===== config.mk =====
export PLATFORM = sky130hd
export DESIGN_NAME = pipe_control
export DESIGN_NICKNAME = d
export VERILOG_FILES = /design/src/rtl/pipe_control_pkg.sv /design/src/rtl/pipe_control_decode.sv /design/src/rtl/pipe_control.sv
export SDC_FILE = /design/constraint.sdc
export NUM_CORES = 1
export LEC_CHECK = 0
export ABC_AREA = 0
export CORE_ASPECT_RATIO = 1.4
export CORE_MARGIN = 3
export CORE_UTILIZATION = 53
export DETAILED_ROUTE_END_ITERATION = 10
export MAX_ROUTING_LAYER = met4
export PLACE_DENSITY = 0.8
export SLEW_MARGIN = 5
export SYNTH_ARGS = -nofsm -noshare
export SYNTH_HDL_FRONTEND = slang
export SYNTH_SLANG_ARGS = --single-unit

===== constraint.sdc =====
create_clock -name clk_in -period 3.3 [get_ports clk_in]
set_input_delay 0.66 -clock clk_in [delete_from_list [all_inputs] [get_ports clk_in]]
set_output_delay 0.66 -clock clk_in [all_outputs]
set_load 0.1 [all_outputs]

===== src/rtl/pipe_control_pkg.sv =====
// Shared ISA encodings and control-bundle types for the pipelined control path.
package pipe_control_pkg;

   localparam logic [5:0] OP_RTYPE  = 6'b000000;
   localparam logic [5:0] OP_REGIMM = 6'b000001;
   localparam logic [5:0] OP_J      = 6'b000010;
   localparam logic [5:0] OP_JAL    = 6'b000011;
   localparam logic [5:0] OP_BEQ    = 6'b000100;
   localparam logic [5:0] OP_BNE    = 6'b000101;
   localparam logic [5:0] OP_BLEZ   = 6'b000110;
   localparam logic [5:0] OP_BGTZ   = 6'b000111;
   localparam logic [5:0] OP_ADDI   = 6'b001000;
   localparam logic [5:0] OP_ADDIU  = 6'b001001;
   localparam logic [5:0] OP_SLTI   = 6'b001010;
   localparam logic [5:0] OP_SLTIU  = 6'b001011;
   localparam logic [5:0] OP_ANDI   = 6'b001100;
   localparam logic [5:0] OP_ORI    = 6'b001101;
   localparam logic [5:0] OP_XORI   = 6'b001110;
   localparam logic [5:0] OP_LUI    = 6'b001111;
   localparam logic [5:0] OP_LB     = 6'b100000;
   localparam logic [5:0] OP_LH     = 6'b100001;
   localparam logic [5:0] OP_LW     = 6'b100011;
   localparam logic [5:0] OP_LBU    = 6'b100100;
   localparam logic [5:0] OP_LHU    = 6'b100101;
   localparam logic [5:0] OP_SB     = 6'b101000;
   localparam logic [5:0] OP_SH     = 6'b101001;
   localparam logic [5:0] OP_SW     = 6'b101011;

   localparam logic [5:0] FN_SLL  = 6'b000000;
   localparam logic [5:0] FN_SRL  = 6'b000010;
   localparam logic [5:0] FN_SRA  = 6'b000011;
   localparam logic [5:0] FN_SLLV = 6'b000100;
   localparam logic [5:0] FN_SRLV = 6'b000110;
   localparam logic [5:0] FN_SRAV = 6'b000111;
   localparam logic [5:0] FN_JR   = 6'b001000;
   localparam logic [5:0] FN_JALR = 6'b001001;
   localparam logic [5:0] FN_ADD  = 6'b100000;
   localparam logic [5:0] FN_ADDU = 6'b100001;
   localparam logic [5:0] FN_SUB  = 6'b100010;
   localparam logic [5:0] FN_SUBU = 6'b100011;
   localparam logic [5:0] FN_AND  = 6'b100100;
   localparam logic [5:0] FN_OR   = 6'b100101;
   localparam logic [5:0] FN_XOR  = 6'b100110;
   localparam logic [5:0] FN_NOR  = 6'b100111;
   localparam logic [5:0] FN_SLT  = 6'b101010;
   localparam logic [5:0] FN_SLTU = 6'b101011;

   // Pseudo-functions handed to the ALU by non-R-type instructions.
   localparam logic [5:0] PF_ADDR   = FN_ADD;
   localparam logic [5:0] PF_BR_EQ  = FN_SUB;
   localparam logic [5:0] PF_BR_CMP = FN_SLT;

   localparam logic [4:0] RI_BLTZ = 5'b00000;
   localparam logic [4:0] RI_BGEZ = 5'b00001;

   localparam logic [1:0] SZ_BYTE = 2'b00;
   localparam logic [1:0] SZ_HALF = 2'b01;
   localparam logic [1:0] SZ_WORD = 2'b11;

   typedef enum logic [1:0] {
      FWD_RF  = 2'b00,
      FWD_MEM = 2'b01,
      FWD_WB  = 2'b10
   } fwd_sel_e;

   typedef enum logic [1:0] {
      DST_NONE = 2'b00,
      DST_RT   = 2'b01,
      DST_RD   = 2'b10,
      DST_LINK = 2'b11
   } dst_sel_e;

   typedef struct packed {
      logic [5:0] alu_func;
      logic       alu_sel;
      logic       shift_sel;
      logic       ext_sel;
      logic       lui_sel;
      logic       is_branch;
   } ex_ctrl_t;

   typedef struct packed {
      logic       re;
      logic       we;
      logic [1:0] size;
      logic       is_signed;
   } mem_ctrl_t;

   typedef struct packed {
      logic we;
      logic mem_sel;
      logic link_sel;
   } wb_ctrl_t;

   typedef struct packed {
      ex_ctrl_t  ex;
      mem_ctrl_t mem;
      wb_ctrl_t  wb;
   } ctrl_t;

   function automatic logic is_mem_op(input mem_ctrl_t m);
      return m.re | m.we;
   endfunction

endpackage


===== src/rtl/pipe_control_decode.sv =====
// Combinational ID-stage decoder: opcode/func/code to control bundle, destination
// select and source-use flags. Unrecognised encodings decode to an all-zero bubble.
module control_decode
   import pipe_control_pkg::*;
(
   input  logic [5:0] opcode_in,
   input  logic [5:0] func_in,
   input  logic [4:0] code_in,
   output ctrl_t      ctrl_out,
   output dst_sel_e   dst_sel_out,
   output logic       use_rs_out,
   output logic       use_rt_out
);

   always_comb begin
      ctrl_out    = '0;
      dst_sel_out = DST_NONE;
      use_rs_out  = 1'b0;
      use_rt_out  = 1'b0;
      case (opcode_in)
         OP_RTYPE: begin
            case (func_in)
               FN_ADD, FN_ADDU, FN_SUB, FN_SUBU, FN_AND, FN_OR, FN_XOR, FN_NOR,
               FN_SLT, FN_SLTU, FN_SLLV, FN_SRLV, FN_SRAV: begin
                  ctrl_out.ex.alu_func = func_in;
                  ctrl_out.wb.we       = 1'b1;
                  dst_sel_out          = DST_RD;
                  use_rs_out           = 1'b1;
                  use_rt_out           = 1'b1;
               end
               FN_SLL, FN_SRL, FN_SRA: begin
                  ctrl_out.ex.alu_func  = func_in;
                  ctrl_out.ex.shift_sel = 1'b1;
                  ctrl_out.wb.we        = 1'b1;
                  dst_sel_out           = DST_RD;
                  use_rs_out            = 1'b1;
                  use_rt_out            = 1'b1;
               end
               FN_JR: begin
                  ctrl_out.ex.is_branch = 1'b1;
                  use_rs_out            = 1'b1;
               end
               FN_JALR: begin
                  ctrl_out.ex.is_branch = 1'b1;
                  ctrl_out.wb.we        = 1'b1;
                  ctrl_out.wb.link_sel  = 1'b1;
                  dst_sel_out           = DST_LINK;
                  use_rs_out            = 1'b1;
               end
               default: begin
                  ctrl_out = '0;
               end
            endcase
         end
         OP_REGIMM: begin
            case (code_in)
               RI_BLTZ, RI_BGEZ: begin
                  ctrl_out.ex.alu_func  = PF_BR_CMP;
                  ctrl_out.ex.is_branch = 1'b1;
                  use_rs_out            = 1'b1;
               end
               default: begin
                  ctrl_out = '0;
               end
            endcase
         end
         OP_J: begin
            ctrl_out.ex.is_branch = 1'b1;
         end
         OP_JAL: begin
            ctrl_out.ex.is_branch = 1'b1;
            ctrl_out.wb.we        = 1'b1;
            ctrl_out.wb.link_sel  = 1'b1;
            dst_sel_out           = DST_LINK;
         end
         OP_BEQ, OP_BNE: begin
            ctrl_out.ex.alu_func  = PF_BR_EQ;
            ctrl_out.ex.is_branch = 1'b1;
            use_rs_out            = 1'b1;
            use_rt_out            = 1'b1;
         end
         OP_BLEZ, OP_BGTZ: begin
            ctrl_out.ex.alu_func  = PF_BR_CMP;
            ctrl_out.ex.is_branch = 1'b1;
            use_rs_out            = 1'b1;
         end
         OP_ADDI, OP_ADDIU, OP_SLTI, OP_SLTIU, OP_ANDI, OP_ORI, OP_XORI: begin
            case (opcode_in)
               OP_ADDI:  ctrl_out.ex.alu_func = FN_ADD;
               OP_ADDIU: ctrl_out.ex.alu_func = FN_ADDU;
               OP_SLTI:  ctrl_out.ex.alu_func = FN_SLT;
               OP_SLTIU: ctrl_out.ex.alu_func = FN_SLTU;
               OP_ANDI:  ctrl_out.ex.alu_func = FN_AND;
               OP_ORI:   ctrl_out.ex.alu_func = FN_OR;
               default:  ctrl_out.ex.alu_func = FN_XOR;
            endcase
            // Logical immediates zero-extend; arithmetic and compares sign-extend.
            ctrl_out.ex.ext_sel = (opcode_in == OP_ADDI)  || (opcode_in == OP_ADDIU) ||
                                  (opcode_in == OP_SLTI)  || (opcode_in == OP_SLTIU);
            ctrl_out.ex.alu_sel = 1'b1;
            ctrl_out.wb.we      = 1'b1;
            dst_sel_out         = DST_RT;
            use_rs_out          = 1'b1;
         end
         OP_LUI: begin
            ctrl_out.ex.alu_func = PF_ADDR;
            ctrl_out.ex.alu_sel  = 1'b1;
            ctrl_out.ex.lui_sel  = 1'b1;
            ctrl_out.wb.we       = 1'b1;
            dst_sel_out          = DST_RT;
         end
         OP_LB, OP_LH, OP_LW, OP_LBU, OP_LHU: begin
            ctrl_out.ex.alu_func   = PF_ADDR;
            ctrl_out.ex.alu_sel    = 1'b1;
            ctrl_out.ex.ext_sel    = 1'b1;
            ctrl_out.mem.re        = 1'b1;
            ctrl_out.mem.size      = (opcode_in == OP_LW) ? SZ_WORD :
                                     ((opcode_in == OP_LH) || (opcode_in == OP_LHU)) ? SZ_HALF : SZ_BYTE;
            ctrl_out.mem.is_signed = (opcode_in == OP_LB) || (opcode_in == OP_LH) || (opcode_in == OP_LW);
            ctrl_out.wb.we         = 1'b1;
            ctrl_out.wb.mem_sel    = 1'b1;
            dst_sel_out            = DST_RT;
            use_rs_out             = 1'b1;
         end
         OP_SB, OP_SH, OP_SW: begin
            ctrl_out.ex.alu_func = PF_ADDR;
            ctrl_out.ex.alu_sel  = 1'b1;
            ctrl_out.ex.ext_sel  = 1'b1;
            ctrl_out.mem.we      = 1'b1;
            ctrl_out.mem.size    = (opcode_in == OP_SW) ? SZ_WORD :
                                   (opcode_in == OP_SH) ? SZ_HALF : SZ_BYTE;
            use_rs_out           = 1'b1;
            use_rt_out           = 1'b1;
         end
         default: begin
            ctrl_out = '0;
         end
      endcase
   end

endmodule


===== src/rtl/pipe_control.sv =====
// Pipelined control path: ID decode, ID/EX, EX/MEM and MEM/WB control registers,
// forwarding selects, load-use stall, branch flush and data-memory wait/timeout.
module pipe_control
   import pipe_control_pkg::*;
#(
   parameter int REG_ADDR_W  = 5,
   parameter int DELAY_SLOT  = 1,
   parameter int MEM_TIMEOUT = 16,
   parameter int LINK_REG    = 31
) (
   input  logic                  clk_in,
   input  logic                  reset_n_in,
   input  logic                  instr_valid_in,
   input  logic [5:0]            opcode_in,
   input  logic [5:0]            func_in,
   input  logic [4:0]            code_in,
   input  logic [REG_ADDR_W-1:0] rs_in,
   input  logic [REG_ADDR_W-1:0] rt_in,
   input  logic [REG_ADDR_W-1:0] rd_in,
   input  logic                  branch_taken_in,
   input  logic                  mem_ready_in,
   output logic                  pc_enable_out,
   output logic                  ifid_enable_out,
   output logic                  ifid_flush_out,
   output logic                  redirect_out,
   output logic [5:0]            ex_alu_func_out,
   output logic                  ex_alu_mux_select_out,
   output logic                  ex_shift_mux_select_out,
   output logic                  ex_extender_mux_select_out,
   output logic                  ex_lui_mux_select_out,
   output logic [1:0]            ex_fwd_a_out,
   output logic [1:0]            ex_fwd_b_out,
   output logic                  mem_re_out,
   output logic                  mem_we_out,
   output logic [1:0]            mem_size_out,
   output logic                  mem_signed_out,
   output logic                  wb_we_out,
   output logic [REG_ADDR_W-1:0] wb_dest_out,
   output logic                  wb_data_mux_select_out,
   output logic                  wb_link_select_out,
   output logic                  mem_error_out
);

   localparam logic [REG_ADDR_W-1:0] LINK_ADDR = REG_ADDR_W'(LINK_REG);
   localparam bit                    SQUASH_SLOT = (DELAY_SLOT == 32'sd0);
   localparam bit                    TIMEOUT_EN  = (MEM_TIMEOUT != 32'sd0);
   localparam int                    CNT_W       = $clog2(MEM_TIMEOUT + 2);
   localparam logic [CNT_W-1:0]      TIMEOUT_CNT = CNT_W'(MEM_TIMEOUT);

   typedef struct packed {
      logic                  valid;
      ctrl_t                 ctrl;
      logic [REG_ADDR_W-1:0] dest;
      logic [REG_ADDR_W-1:0] rs;
      logic [REG_ADDR_W-1:0] rt;
   } idex_t;

   typedef struct packed {
      logic                  valid;
      mem_ctrl_t             mem;
      wb_ctrl_t              wb;
      logic [REG_ADDR_W-1:0] dest;
   } exmem_t;

   typedef struct packed {
      logic                  valid;
      wb_ctrl_t              wb;
      logic [REG_ADDR_W-1:0] dest;
   } memwb_t;

   ctrl_t                 dec_ctrl_s;
   dst_sel_e              dec_dst_sel_s;
   logic                  dec_use_rs_s;
   logic                  dec_use_rt_s;
   ctrl_t                 id_ctrl_s;
   logic [REG_ADDR_W-1:0] id_dest_s;
   logic                  id_use_rs_s;
   logic                  id_use_rt_s;
   logic                  mem_wait_s;
   logic                  take_s;
   logic                  load_use_s;
   logic                  stall_s;
   logic                  timeout_hit_s;

   idex_t                 idex_q,  idex_d;
   exmem_t                exmem_q, exmem_d;
   memwb_t                memwb_q, memwb_d;
   logic [CNT_W-1:0]      wait_cnt_q, wait_cnt_d;
   logic                  mem_err_q, mem_err_d;
   logic                  run_q, run_d;

   control_decode u_decode (
      .opcode_in   (opcode_in),
      .func_in     (func_in),
      .code_in     (code_in),
      .ctrl_out    (dec_ctrl_s),
      .dst_sel_out (dec_dst_sel_s),
      .use_rs_out  (dec_use_rs_s),
      .use_rt_out  (dec_use_rt_s)
   );

   function automatic fwd_sel_e fwd_select(input logic [REG_ADDR_W-1:0] src,
                                           input exmem_t m, input memwb_t w);
      if (m.valid && m.wb.we && !m.mem.re && (m.dest != '0) && (m.dest == src)) begin
         return FWD_MEM;
      end else if (w.valid && w.wb.we && (w.dest == src)) begin
         return FWD_WB;
      end else begin
         return FWD_RF;
      end
   endfunction

   // ID qualification: destination pick, $0 write suppression, invalid-slot bubble.
   always_comb begin
      id_ctrl_s   = dec_ctrl_s;
      id_use_rs_s = dec_use_rs_s & instr_valid_in;
      id_use_rt_s = dec_use_rt_s & instr_valid_in;
      case (dec_dst_sel_s)
         DST_RT:   id_dest_s = rt_in;
         DST_RD:   id_dest_s = rd_in;
         DST_LINK: id_dest_s = LINK_ADDR;
         default:  id_dest_s = '0;
      endcase
      if (!instr_valid_in) begin
         id_ctrl_s = '0;
      end else if (id_dest_s == '0) begin
         id_ctrl_s.wb.we = 1'b0;
      end else begin
         id_ctrl_s = dec_ctrl_s;
      end
   end

   // Hazard resolution; memory wait outranks branch flush, which outranks load-use.
   always_comb begin
      mem_wait_s = exmem_q.valid & is_mem_op(exmem_q.mem) & ~mem_ready_in;
      take_s     = idex_q.valid & idex_q.ctrl.ex.is_branch & branch_taken_in & ~mem_wait_s;
      load_use_s = idex_q.valid & idex_q.ctrl.mem.re & (idex_q.dest != '0) &
                   ((id_use_rs_s & (idex_q.dest == rs_in)) |
                    (id_use_rt_s & (idex_q.dest == rt_in)));
      stall_s    = load_use_s & ~take_s & ~mem_wait_s;
   end

   // Stage advance: freeze on memory wait, bubble MEM/WB meanwhile.
   always_comb begin
      idex_d  = idex_q;
      exmem_d = exmem_q;
      memwb_d = memwb_q;
      run_d   = 1'b1;
      if (mem_wait_s) begin
         memwb_d = '0;
      end else begin
         memwb_d.valid = exmem_q.valid;
         memwb_d.wb    = exmem_q.wb;
         memwb_d.dest  = exmem_q.dest;
         exmem_d.valid = idex_q.valid;
         exmem_d.mem   = idex_q.ctrl.mem;
         exmem_d.wb    = idex_q.ctrl.wb;
         exmem_d.dest  = idex_q.dest;
         if (stall_s || (take_s && SQUASH_SLOT)) begin
            idex_d = '0;
         end else begin
            idex_d.valid = instr_valid_in;
            idex_d.ctrl  = id_ctrl_s;
            idex_d.dest  = id_dest_s;
            idex_d.rs    = rs_in;
            idex_d.rt    = rt_in;
         end
      end
   end

   // Consecutive wait-cycle counter (saturating) and sticky timeout flag.
   always_comb begin
      if (!mem_wait_s) begin
         wait_cnt_d = '0;
      end else if (wait_cnt_q == TIMEOUT_CNT) begin
         wait_cnt_d = wait_cnt_q;
      end else begin
         wait_cnt_d = wait_cnt_q + {{(CNT_W-1){1'b0}}, 1'b1};
      end
      timeout_hit_s = TIMEOUT_EN & mem_wait_s & (wait_cnt_d == TIMEOUT_CNT);
      mem_err_d     = mem_err_q | timeout_hit_s;
   end

   // Control-state registers; reset discards everything in flight.
   always_ff @(posedge clk_in or negedge reset_n_in) begin
      if (!reset_n_in) begin
         idex_q     <= '0;
         exmem_q    <= '0;
         memwb_q    <= '0;
         wait_cnt_q <= '0;
         mem_err_q  <= 1'b0;
         run_q      <= 1'b0;
      end else begin
         idex_q     <= idex_d;
         exmem_q    <= exmem_d;
         memwb_q    <= memwb_d;
         wait_cnt_q <= wait_cnt_d;
         mem_err_q  <= mem_err_d;
         run_q      <= run_d;
      end
   end

   // Outputs: each stage's strobes gated by its valid bit; run_q holds fetch off in reset.
   always_comb begin
      pc_enable_out              = run_q & ~mem_wait_s & ~stall_s;
      ifid_enable_out            = run_q & ~mem_wait_s & ~stall_s;
      ifid_flush_out             = take_s;
      redirect_out               = take_s;
      ex_alu_func_out            = idex_q.valid ? idex_q.ctrl.ex.alu_func : 6'b000000;
      ex_alu_mux_select_out      = idex_q.valid & idex_q.ctrl.ex.alu_sel;
      ex_shift_mux_select_out    = idex_q.valid & idex_q.ctrl.ex.shift_sel;
      ex_extender_mux_select_out = idex_q.valid & idex_q.ctrl.ex.ext_sel;
      ex_lui_mux_select_out      = idex_q.valid & idex_q.ctrl.ex.lui_sel;
      ex_fwd_a_out               = idex_q.valid ? fwd_select(idex_q.rs, exmem_q, memwb_q) : FWD_RF;
      ex_fwd_b_out               = idex_q.valid ? fwd_select(idex_q.rt, exmem_q, memwb_q) : FWD_RF;
      mem_re_out                 = exmem_q.valid & exmem_q.mem.re;
      mem_we_out                 = exmem_q.valid & exmem_q.mem.we;
      mem_size_out               = (exmem_q.valid && is_mem_op(exmem_q.mem)) ? exmem_q.mem.size : 2'b00;
      mem_signed_out             = exmem_q.valid & exmem_q.mem.re & exmem_q.mem.is_signed;
      wb_we_out                  = memwb_q.valid & memwb_q.wb.we;
      wb_dest_out                = memwb_q.valid ? memwb_q.dest : '0;
      wb_data_mux_select_out     = memwb_q.valid & memwb_q.wb.mem_sel;
      wb_link_select_out         = memwb_q.valid & memwb_q.wb.link_sel;
      mem_error_out              = mem_err_q | timeout_hit_s;
   end

endmodule


Word-level counts from Yosys, hierarchy flattened

Cells that the tools add are included.

Bits in registers: 65
Word-level logic and storage cells: 208

Equality and inequality tests: 52
$add $sub $neg: 1
Reduce and logical (&&, ||, !) cells: 41
Mux-type cells: 46
Bitwise operators: 34

Operators by type and width:

| kind               | count |
|---|---|
| $eq 6x6->1 const B | 18 |
| $eq 6x4->1 const B | 10 |
| $eq 6x3->1 const B | 7 |
| $pmux 6 s6         | 1 |
| $mux 35            | 1 |
| $reduce_or 16->1   | 2 |
| $eq 5x5->1         | 6 |
| $and 1x1->1        | 27 |
| $eq 6x2->1 const B | 4 |
| $pmux 4 s6         | 1 |
| $mux 19            | 1 |
| $reduce_or 19->1   | 1 |
| $mux 2             | 9 |
| $mux 6             | 3 |
| $reduce_or 18->1   | 1 |
| $reduce_or 17->1   | 1 |
| $mux 1             | 16 |
| $mux 5             | 3 |
| $pmux 5 s3         | 1 |
| $reduce_or 14->1   | 1 |
| $reduce_or 13->1   | 1 |
| $logic_not 6->1    | 2 |
| $eq 5x5->1 const B | 2 |
| $logic_not 5->1    | 2 |
| 23 further kinds   | 53 |

Depth between registers and ports, before layout

Word-level depth: 12
Gate-level depth with buffers: 10
Mapped depth without buffers: 7

Cells and area by module

Synthesis repeated with hierarchy kept, for this count alone.

Cell total of the unflattened synthesis: 455
Area total of the unflattened synthesis: 3878.7 um^2

By module, submodules not included:

| module         | times used | cells each | area an instance (um^2) |
|---|---|---|---|
| pipe_control   | 1          | 360        | 3260.6 |
| control_decode | 1          | 95         | 618.1 |

Worst setup path after synthesis

OpenSTA, ideal clock, no wires.

Path kind: flip-flop to output port
From: register memwb_q[8] (netlist bit)
To: output port ex_fwd_b_out[1]
Data required time: 2640 ps
Data arrival time: 4262 ps
Path slack: -1622 ps
Cell stages (with the launch flop): 4
Path through: dfrtp_1 and2_1 nand2_1 nor4_1

Longest elaborated chain between the ends: 5

RTL lines:

| what                            | line                | RTL |
|---|---|---|
| start, declared                 | pipe_control.sv:87  | `memwb_t memwb_q, memwb_d;` |
| start signal, assigned          | pipe_control.sv:196 | `memwb_q <= memwb_d;` |
| $logic_and 1x1->1 (2 in series) | pipe_control.sv:106 | `end else if (w.valid && w.wb.we && (w.dest == src)) begin` |
| $mux 2                          | pipe_control.sv:106 |  |
| $mux 2                          | pipe_control.sv:104 | `if (m.valid && m.wb.we && !m.mem.re && (m.dest != '0) && (m.dest == src)) begin` |
| $mux 2                          | pipe_control.sv:215 | `ex_fwd_b_out = idex_q.valid ? fwd_select(idex_q.rt, exmem_q, memwb_q) : FWD_RF;` |
| end, declared                   | pipe_control.sv:32  | `output logic [1:0] ex_fwd_b_out,` |

No other way between the ends.

Final worst setup path

From: input port opcode_in[5]
To: output port pc_enable_out

Longest elaborated chain between the ends: 11
Elaborated cells on any way between the ends: 35

RTL lines:

| what                                                                        | line                                     | RTL |
|---|---|---|
| start, declared                                                             | pipe_control.sv:14                       | `input logic [5:0] opcode_in,` |
| $eq 6x3->1 (tied with other cells)                                          | pipe_control_decode.sv:20                | `case (opcode_in)` |
| $reduce_or 19->1 (no source line) / $reduce_or 5->1 (equally long branches) | n/a                                      |  |
| $pmux 1 s3 / $pmux 1 s2 (equally long branches)                             | pipe_control_decode.sv:20                |  |
| $and 1x1->1 (on tied branches)                                              | pipe_control.sv:116, pipe_control.sv:117 |  |
| $and 1x1->1 (on tied branches)                                              | pipe_control.sv:138, pipe_control.sv:139 |  |
| $or 1x1->1 (*)                                                              | pipe_control.sv:138                      | `((id_use_rs_s & (idex_q.dest == rs_in)) \|` |
| $and 1x1->1 (*)                                                             | pipe_control.sv:137                      | `load_use_s = idex_q.valid & idex_q.ctrl.mem.re & (idex_q.dest != '0) &` |
| $and 1x1->1 (*) (2 in series)                                               | pipe_control.sv:140                      | `stall_s = load_use_s & ~take_s & ~mem_wait_s;` |
| $not 1->1 (*)                                                               | pipe_control.sv:205                      | `pc_enable_out = run_q & ~mem_wait_s & ~stall_s;` |
| $and 1x1->1 (*)                                                             | pipe_control.sv:205                      |  |
| end, declared                                                               | pipe_control.sv:22                       | `output logic pc_enable_out,` |

Every way passes the cells marked *; elsewhere a longest branch is shown, timed or not.

==> out/results.txt <==
Outcome: finished clean
Clock Sinks: 63
Relative slew slack: 57.8%
Area contributors post-synth: dfrtp_1 (43%), a32o_1 (7.3%), and2_1 (5.8%), xor2_1 (4.5%), a22o_1 (3.3%)
Worst slew pin tran: 633 ps
All-Layer GR Usage: 23.6%
Dpl hpwl: 6670 um
Drt wl/cell: 15.9 um
Combinational Power Share: 19.3%
Pre-CTS setup slack: 80.1 ps
Grt ovf: 0
Register area share after synthesis: 42.8%
CTS Buf Count: 9
Core area: 0.00666 mm2
DRT Pass-1 Iters: 4
Final Cycle Share: 96.5%
Later-pin clock latency in the skew report: 330 ps
Diode count: 0
Top delay family on crit path: simple AND/OR/NAND/NOR gates
Crit path setup slack, layout: 115 ps
Crit path cell chain: clkdlybuf4s50_1, nor3_4, nand3_4, a21oi_4, o2111ai_4, and2_1, and3_4, buf_12
Synth Register Bits: 63
Slowest Stage Delay on Critical Path: 540 ps
Die Wd: 76.5 um
Synth Flop Type: dfrtp_1
Root Buffer Master: clkbuf_8
VDD IR max: 0.276 mV
Post-Synthesis Cells: 376
Endpoints failing setup: 0
Max Buffers Root-to-Sink: 2
Max Clock Freq: 314 MHz
CP arrival: 2520 ps
Sequential power share: 47.7%
Vias in the first global route: 3073
CTS resizes: 0
Final GP Congestion: 0.912
Initial core utilization: 55.4%
PwrDens: 374 mW/mm2
Yosys warnings: 0
Filler cell count: 533
Max Fanout on Critical Path: 7
Number of flops mapped to enable cells by yosys: 0
Remaining DRCs: 0
Mapped Area: 0.00369 mm2
Async SR Flop Fraction: 100%
Placed cell count: 533
CP bufs+invs: 2
Crit-path slowest cell: clkdlybuf4s50_1
# rows: 35
Initial antenna violation count: 0
Finished Cell Area: 0.00472 mm2
Total Neg Setup Slack: 0 ps
Worst-path clk slew: 70 ps
Final Power: 1.76 mW
I/O Buffers: 67
Post-layout min period: 3180 ps
Most frequent cell after synthesis: dfrtp_1
Antenna viol nets, final: 0
Share of cells above drive strength 1: 21.0%
Vias: 3061
DP Area: 0.00454 mm2
Largest net degree at the start of global routing: 39
Net Sw Power: 0.524 mW
Kind of critical path: primary input to output pin
RSZ-0062 raised after global routing: false
Syn Nets: 415
Mapped Avg Cell Area: 9.80 um2
IO Pins: 69
Unique masters post-synth: 60
Postcts setup bufs: 0
Max cap viols: 0
Synthesis-to-layout area growth: 27.9%
Vert. Die Dim: 105 um
Clock Power Share: 33.0%
Total Wirelength: 8750 um
Switching part of the total power: 29.7%
Internal Power: 1.24 mW
Leading area contributor after synthesis: dfrtp_1
Top-area cell type share of the netlist area: 42.8%
WHS: 344 ps
Nets@finish: 491
Initial drt markers: 153
CTS tree: built
Cell leakage power: 2.08 nW
Worst Clk Skew: 7.92 ps
Die area: 0.00801 mm2
HP Class: primary input to asynchronous set/reset pin
Final Non-Filler Cells: 549
WP data required: 2640 ps
CP Capture Type: output pin
Util after Layout: 70.8%
Final Hold Violating Endpoints: 0
First-pass GRT wire length: 14700 um
Hold_buf cts: 0
Slew Limit Fails: 0
Vias per inst: 5.58
CTS H-tree lvls: 3
Crit path launch type: primary input
Commonest cells in the synthesized netlist: dfrtp_1 (63), and2_1 (34), nand2_1 (31), a32o_1 (27), nor2_1 (20)
[final cells by class]
type	count	area, um2	share of cell area (%)
timing repair buffer	88	833	17.7
clock buffer	10	138	2.92
sequential	63	1580	33.4
inverter	12	45.0	0.955
multi-input combinational	278	1970	41.8
clock inverter	6	36.3	0.769
tap	92	115	2.44
[power by group through the flow]
stage / Sequential, mW / Clock (mW) / Combinational, mW
after global routing: 0.846 / 0.631 / 0.367
after global placement: 0.854 / 0 / 0.336
after detailed placement: 0.856 / 0 / 0.341
final: 0.841 / 0.582 / 0.340
after floorplan: 0.846 / 0 / 0.214
after CTS: 0.841 / 0.595 / 0.342
[worst paths after layout]
path / from / endpoint / slack (ps) / cells after the start
setup / recovery: opcode_in[5] / pc_enable_out / 120 / 8
hold / removal: reset_n_in / memwb_q[1] / 340 / 1
setup reg to reg: idex_q[11] / idex_q[30] / 1060 / 7
hold reg to reg: exmem_q[5] / exmem_q[5] / 470 / 2
max in group asynchronous: reset_n_in / idex_q[19] / 2060 / 2
min in group clk_in: exmem_q[5] / exmem_q[5] / 470 / 2
[metal layers]
metal / GRT usage (%) / wire length, um / vias up
li1: - / - / 1505
met1: 28.6 / 3740 / 1475
met2: 40.3 / 4600 / 74
met3: 2.84 / 309 / 7
met4: 8.68 / 91 / 0
met5: - / 0 / -
[sequential cells by signal (all words and copies together), names as in the netlist]
register	flops
exmem_q	13
memwb_q	9
run_q	1
mem_err_q	1
idex_q	34
wait_cnt_q	5
[cell families (layout without fill, tap and decap cells)]
logic type      after synthesis  count (layout)  synth area share, %
compound gates               85              85                 19.3
simple gates                151             151                 22.8
xor+xnor                     33              33                 7.84
buf+inv                      35             116                 4.68
fa+ha+maj                     2               2                0.679
flops                        63              63                 42.8
other cells                   1               1                0.102
mux                           6               6                 1.80
[layout by cell type, fill, tap and decap left out, types with 8 or more instances in the layout]
cell type        netlist  final
nand3_1                8      8
clkdlybuf4s50_1        0     33
buf_4                  3     46
a22o_1                14     14
dfrtp_1               63     63
xnor2_1               14     14
and2_1                34     34
o21ai_0               15     15
nand2_1               31     31
a32o_1                27     27
clkbuf_8               0     10
xor2_1                19     19
inv_1                 12     12
nor2_1                20     19
Power figures use the tool's default switching activity.
